`src/rtl/uart_tx_arbiter_if.sv`:
```
// rtl/uart_tx_arbiter_if.sv - requester streams and UART port shared by the arbiter and its neighbours
interface uart_tx_arbiter_if;
  logic       req0_valid;
  logic [7:0] req0_data;
  logic       req0_last;
  logic       req0_ready;
  logic       req1_valid;
  logic [7:0] req1_data;
  logic       req1_last;
  logic       req1_ready;
  logic       tx_busy;
  logic       tx_start;
  logic [7:0] tx_data;
  logic [1:0] grant;
  logic       arb_busy;

  modport slave (
    input  req0_valid, req0_data, req0_last,
    input  req1_valid, req1_data, req1_last,
    input  tx_busy,
    output req0_ready, req1_ready,
    output tx_start, tx_data, grant, arb_busy
  );

  modport master (
    output req0_valid, req0_data, req0_last,
    output req1_valid, req1_data, req1_last,
    output tx_busy,
    input  req0_ready, req1_ready,
    input  tx_start, tx_data, grant, arb_busy
  );
endinterface

```
`src/rtl/uart_tx_arbiter.sv`:
```
// rtl/uart_tx_arbiter.sv - packet-level round-robin arbiter pacing one UART transmitter
module uart_tx_arbiter #(
  parameter int INTER_BYTE_DELAY = 1000,
  parameter int BUSY_TIMEOUT     = 16
) (
  input  logic             clk,
  input  logic             resetN,
  uart_tx_arbiter_if.slave bus
);
  localparam int GAP_CYCLES = (INTER_BYTE_DELAY < 1) ? 1 : INTER_BYTE_DELAY;
  localparam int GW         = $clog2(GAP_CYCLES + 1);
  localparam int BT         = (BUSY_TIMEOUT < 1) ? 1 : BUSY_TIMEOUT;
  localparam int BW         = $clog2(BT + 1);

  typedef enum logic [2:0] {IDLE, LOAD, START, WAIT_BUSY, WAIT_DONE, GAP} state_t;

  state_t          state, state_nxt;
  logic [1:0]      grant_q;
  logic            last_owner;
  logic            last_flag;
  logic [7:0]      tx_data_q;
  logic [BW-1:0]   busy_cnt;
  logic [GW-1:0]   gap_cnt;
  logic [1:0]      pick;
  logic            ready0, ready1, xfer;
  logic            busy_timeout, gap_done;

  assign ready0       = (state == LOAD) && grant_q[0] && bus.req0_valid;
  assign ready1       = (state == LOAD) && grant_q[1] && bus.req1_valid;
  assign xfer         = ready0 || ready1;
  assign busy_timeout = (busy_cnt == BW'(BT - 1));
  assign gap_done     = (gap_cnt <= GW'(1));

  assign bus.req0_ready = ready0;
  assign bus.req1_ready = ready1;
  assign bus.tx_start   = (state == START);
  assign bus.tx_data    = tx_data_q;
  assign bus.grant      = grant_q;
  assign bus.arb_busy   = (state != IDLE);

  always_ff @(posedge clk) begin
    if (!resetN) state <= IDLE;
    else         state <= state_nxt;
  end

  always_comb begin
    state_nxt = state;
    pick      = 2'b00;
    // On contention the requester that did not own the previous packet wins.
    if (bus.req0_valid && bus.req1_valid) pick = last_owner ? 2'b01 : 2'b10;
    else                                  pick = {bus.req1_valid, bus.req0_valid};
    case (state)
      IDLE:      if (pick != 2'b00) state_nxt = LOAD;
      LOAD:      if (xfer) state_nxt = START;
      START:     state_nxt = WAIT_BUSY;
      WAIT_BUSY: if (bus.tx_busy || busy_timeout) state_nxt = WAIT_DONE;
      WAIT_DONE: if (!bus.tx_busy) state_nxt = GAP;
      GAP:       if (gap_done) state_nxt = last_flag ? IDLE : LOAD;
      default:   state_nxt = IDLE;
    endcase
  end

  always_ff @(posedge clk) begin
    if (!resetN) begin
      grant_q    <= 2'b00;
      last_owner <= 1'b1;
      last_flag  <= 1'b0;
      tx_data_q  <= 8'h00;
      busy_cnt   <= '0;
      gap_cnt    <= '0;
    end else begin
      case (state)
        IDLE: grant_q <= pick;
        LOAD: begin
          if (xfer) begin
            tx_data_q <= grant_q[0] ? bus.req0_data : bus.req1_data;
            last_flag <= grant_q[0] ? bus.req0_last : bus.req1_last;
          end
        end
        START: busy_cnt <= '0;
        WAIT_BUSY: begin
          if (busy_cnt != BW'(BT)) busy_cnt <= busy_cnt + BW'(1);
        end
        WAIT_DONE: begin
          if (!bus.tx_busy) gap_cnt <= GW'(GAP_CYCLES);
        end
        GAP: begin
          // Down-counter stops at its last step, so it never wraps.
          if (gap_done) begin
            if (last_flag) begin
              last_owner <= grant_q[1];
              grant_q    <= 2'b00;
            end
          end else begin
            gap_cnt <= gap_cnt - GW'(1);
          end
        end
        default: ;
      endcase
    end
  end
endmodule

```
`src/flat_wrapper.sv`:
```
// flat-port wrapper written by rule: the top's interface ports become plain ports
module uart_tx_arbiter_flat 
#(
  parameter int INTER_BYTE_DELAY = 1000,
  parameter int BUSY_TIMEOUT     = 16
)
  (clk, resetN, bus_req0_valid, bus_req0_data, bus_req0_last, bus_req1_valid, bus_req1_data, bus_req1_last, bus_tx_busy, bus_req0_ready, bus_req1_ready, bus_tx_start, bus_tx_data, bus_grant, bus_arb_busy);
  uart_tx_arbiter_if bus_i ();
  input  logic clk;
  input  logic resetN;
  input wire logic [$bits(bus_i.req0_valid)-1:0] bus_req0_valid;
  input wire logic [$bits(bus_i.req0_data)-1:0] bus_req0_data;
  input wire logic [$bits(bus_i.req0_last)-1:0] bus_req0_last;
  input wire logic [$bits(bus_i.req1_valid)-1:0] bus_req1_valid;
  input wire logic [$bits(bus_i.req1_data)-1:0] bus_req1_data;
  input wire logic [$bits(bus_i.req1_last)-1:0] bus_req1_last;
  input wire logic [$bits(bus_i.tx_busy)-1:0] bus_tx_busy;
  output wire logic [$bits(bus_i.req0_ready)-1:0] bus_req0_ready;
  output wire logic [$bits(bus_i.req1_ready)-1:0] bus_req1_ready;
  output wire logic [$bits(bus_i.tx_start)-1:0] bus_tx_start;
  output wire logic [$bits(bus_i.tx_data)-1:0] bus_tx_data;
  output wire logic [$bits(bus_i.grant)-1:0] bus_grant;
  output wire logic [$bits(bus_i.arb_busy)-1:0] bus_arb_busy;
  assign bus_i.req0_valid = bus_req0_valid;
  assign bus_i.req0_data = bus_req0_data;
  assign bus_i.req0_last = bus_req0_last;
  assign bus_i.req1_valid = bus_req1_valid;
  assign bus_i.req1_data = bus_req1_data;
  assign bus_i.req1_last = bus_req1_last;
  assign bus_i.tx_busy = bus_tx_busy;
  assign bus_req0_ready = bus_i.req0_ready;
  assign bus_req1_ready = bus_i.req1_ready;
  assign bus_tx_start = bus_i.tx_start;
  assign bus_tx_data = bus_i.tx_data;
  assign bus_grant = bus_i.grant;
  assign bus_arb_busy = bus_i.arb_busy;
  uart_tx_arbiter #(.INTER_BYTE_DELAY(INTER_BYTE_DELAY), .BUSY_TIMEOUT(BUSY_TIMEOUT)) u_core (.clk(clk), .resetN(resetN), .bus(bus_i));
endmodule
```
`config.mk`:
```
export PLATFORM = sky130hd
export DESIGN_NAME = uart_tx_arbiter_flat
export DESIGN_NICKNAME = d
export VERILOG_FILES = /design/src/rtl/uart_tx_arbiter_if.sv /design/src/rtl/uart_tx_arbiter.sv /design/src/flat_wrapper.sv
export SDC_FILE = /design/constraint.sdc
export NUM_CORES = 1
export LEC_CHECK = 0
export BUFFER_PORTS_ARGS = -buffer_cell sky130_fd_sc_hd__buf_2
export CAP_MARGIN = 20
export CORE_UTILIZATION = 53
export DETAILED_ROUTE_END_ITERATION = 6
export HOLD_SLACK_MARGIN = 0.08
export PLACE_DENSITY_LB_ADDON = 0.3
export SYNTH_ARGS = -nofsm -noshare
export SYNTH_HDL_FRONTEND = slang
export SYNTH_SLANG_ARGS = --single-unit
export TNS_END_PERCENT = 10
```
`constraint.sdc`:
```
create_clock -name clk -period 2.3 [get_ports clk]
set_input_delay 0.23 -clock clk [delete_from_list [all_inputs] [get_ports clk]]
set_output_delay 0.23 -clock clk [all_outputs]
set_load 0.005 [all_outputs]
```
==> impl_metrics.json <==
{
  "synth_cell_types": 42,
  "status": "completed",
  "pwr_density_cell_nw_per_um2": 507,
  "grt-ovfl-total": 0,
  "cts_inserted_buffers": 5,
  "ys_top_cells_by_count": "dfxtp_1 (30), nand2_1 (15), nor2_1 (14), inv_1 (10), mux2i_1 (10)",
  "irDropWorstVdd_v": 0.000401,
  "avgSynthCellArea_um2": 8.79,
  "tritoncts": "yes",
  "nNetsFinal": 250,
  "routedWlPerCell_um": 13.5,
  "synth.area.top_cells": "dfxtp_1 (37%), mux2i_1 (6.1%), o211a_1 (5.5%)",
  "post_cts_buffers": 0,
  "hold_violations": 0,
  "clkLatencyLatePin_ps": 330,
  "fin_area_um2": 1870,
  "die_x_um": 57.5,
  "endpoint": "u_core.gap_cnt[7]",
  "grt_pass1_wl_um": 5890,
  "r2r_end": "u_core.gap_cnt[7]",
  "critPathRequiredTime_ps": 2530,
  "crit_fanout": 6,
  "vias_per_cell": 5.94,
  "fillers": 241,
  "core_area_um2": 2830,
  "timing.fmax_mhz": 485,
  "fin_util_pct": 66.2,
  "crit_path_end_kind": "flip-flop",
  "syn_inst": 186,
  "finalCriticalPeriod_ps": 2060,
  "cts_resized": 0,
  "die_area_um2": 3310,
  "wl_um": 3430,
  "synth_edf_count": 0,
  "grt_antenna_before_repair": 0,
  "synth_seq_cells": 30,
  "crit_start": "u_core.gap_cnt[0]",
  "drive_above_1_share_pct": 24.8,
  "dr.pass1.iters": 5,
  "yosysTopAreaCell": "dfxtp_1",
  "synth_nets": 214,
  "ant_nets": 0,
  "clkSlewWorstSetupHoldPaths_ps": 90,
  "groute.usage.overall_pct": 23.2,
  "chipHeight_um": 57.5,
  "min_path_type": "input pin to flip-flop",
  "whs_path_depth": 3,
  "n_antenna_cell": 0,
  "finalNonFillerCells": 253,
  "io_buffers": 36,
  "dp_hpwl_um": 2550,
  "yosys.area.top_type_share_pct": 36.8,
  "async_flop_share_pct": 0,
  "syn_to_final_growth_pct": 14.6,
  "io_pins": 37,
  "via_count": 1503,
  "netlist_area_um2": 1630,
  "rr_startpoint": "u_core.gap_cnt[0]",
  "htreeDepth": 2,
  "placed_cells": 246,
  "rows": 19,
  "fin_crit_sh_pct": 89.6,
  "finalSetupTns_ps": 0,
  "start_util_pct": 57.8,
  "worst_pin_slew_ps": 514,
  "maxCapViolations": 0,
  "fin_skew_ps": 8.28,
  "start_kind": "flip-flop",
  "yosysSeqAreaShare_pct": 36.8,
  "gp_congestion": 0.810,
  "worst-setup-path-type": "flip-flop to flip-flop",
  "grt_pass1_vias": 1401,
  "cts_root_buf": "clkbuf_4",
  "ff2ff_path_depth": 6,
  "cts_num_sinks": 30,
  "grt_max_degree": 29,
  "cp.arrival_ps": 2290,
  "slew_violations": 0,
  "synthFlopType": "dfxtp_1",
  "rrSetupSlack_ps": 240,
  "yosysWarnings": 0,
  "placed_cell_area_um2": 1830,
  "detail_route.drc_violations": 0,
  "power.leakage_nw": 0.861,
  "drt-initial-drc-count": 64,
  "slew_headroom_pct": 65.6,
  "holdBufCountCts": 0,
  "rsz0062_at_grt": "false",
  "synthMostInstantiatedCell": "dfxtp_1",
  "finalSetupViolations": 0,
  "clock_path_buffers": 2
}
==> cell type report <==
| class | count | area, um2 | area share (%) |
|---|---|---|---|
| clock buffers | 7 | 45.0 | 2.40 |
| inverters | 10 | 37.5 | 2.00 |
| multi-input cells | 136 | 948 | 50.6 |
| flip-flops and latches | 30 | 601 | 32.1 |
| well taps | 31 | 38.8 | 2.07 |
| repair buffers | 39 | 203 | 10.8 |
==> power by group <==
part | switching, mW | leakage, nW | internal (mW)
sequential | 0.0155 | 0.243 | 0.533
combinational | 0.0562 | 0.592 | 0.0576
clock | 0.173 | 0.0254 | 0.115
total | 0.245 | 0.861 | 0.706
==> stage by stage <==
stage          setup slack, ps  total power [mW]  hold slack [ps]
3_3_place_gp               384             0.668              475
6_report                   239             0.951              195
3_5_place_dp               310             0.674              484
5_1_grt                    120              1.00              203
2_1_floorplan              476             0.627              386
4_1_cts                    259             0.962              185
==> critical path, stage by stage (launching register included) <==
cell and delay, ps:
dfxtp_1 440, inv_1 70, ha_1 240, o21bai_1 450, o21bai_1 200, o31a_2 320
o31a_1 230
==> cell usage in the layout, fill, tap and decap left out, drive strengths merged, types with 6 or more instances in the layout <==
cell type	instances
a21oi	8
buf	39
clkbuf	7
dfxtp	30
inv	10
mux2i	10
nand2	15
nor2	14
nor4	6
o211a	9
o21ai	8
o31a	7
==> kinds of logic after synthesis <==
| kind of cell | Yosys count | share of synthesized area, % |
|---|---|---|
| adder cells (fa/ha/maj) | 5 | 3.83 |
| AND/OR/NAND/NOR | 67 | 21.8 |
| AO/OA/AOI/OAI | 51 | 24.7 |
| flip-flops | 30 | 36.8 |
| multiplexers | 10 | 6.13 |
| XOR/XNOR | 3 | 1.61 |
| buffers and inverters | 20 | 5.21 |
==> how the worst min path moves through the flow <==
stage / end / slack (ps) / start
finish: u_core.bus.grant[0] / 200 / bus_req0_valid
global route: u_core.bus.grant[0] / 200 / bus_req0_valid
CTS: u_core.bus.grant[0] / 190 / bus_req0_valid
detailed placement: u_core.bus.tx_data[3] / 480 / u_core.bus.tx_data[3]
global placement: u_core.bus.tx_data[1] / 480 / u_core.bus.tx_data[1]
floorplan: u_core.bus.grant[0] / 390 / bus_req0_valid
==> registers in the layout (all words and copies together), names as in the netlist <==
signal / flops
u_core.gap_cnt: 10
u_core.bus.tx_data: 8
u_core.busy_cnt: 5
u_core.state: 3
u_core.bus.grant: 2
u_core.last_flag: 1
u_core.last_owner: 1
==> per-layer routing <==
metal | track usage, % | up-vias | share of wire (%)
met4 | 12.2 | 0 | 1.7
met5 | 0 | - | 0
met2 | 35.4 | 58 | 46
met1 | 29.0 | 686 | 45
met3 | 7.71 | 6 | 6.8
li1 | - | 753 | -
(Power assumes the default switching activity.)
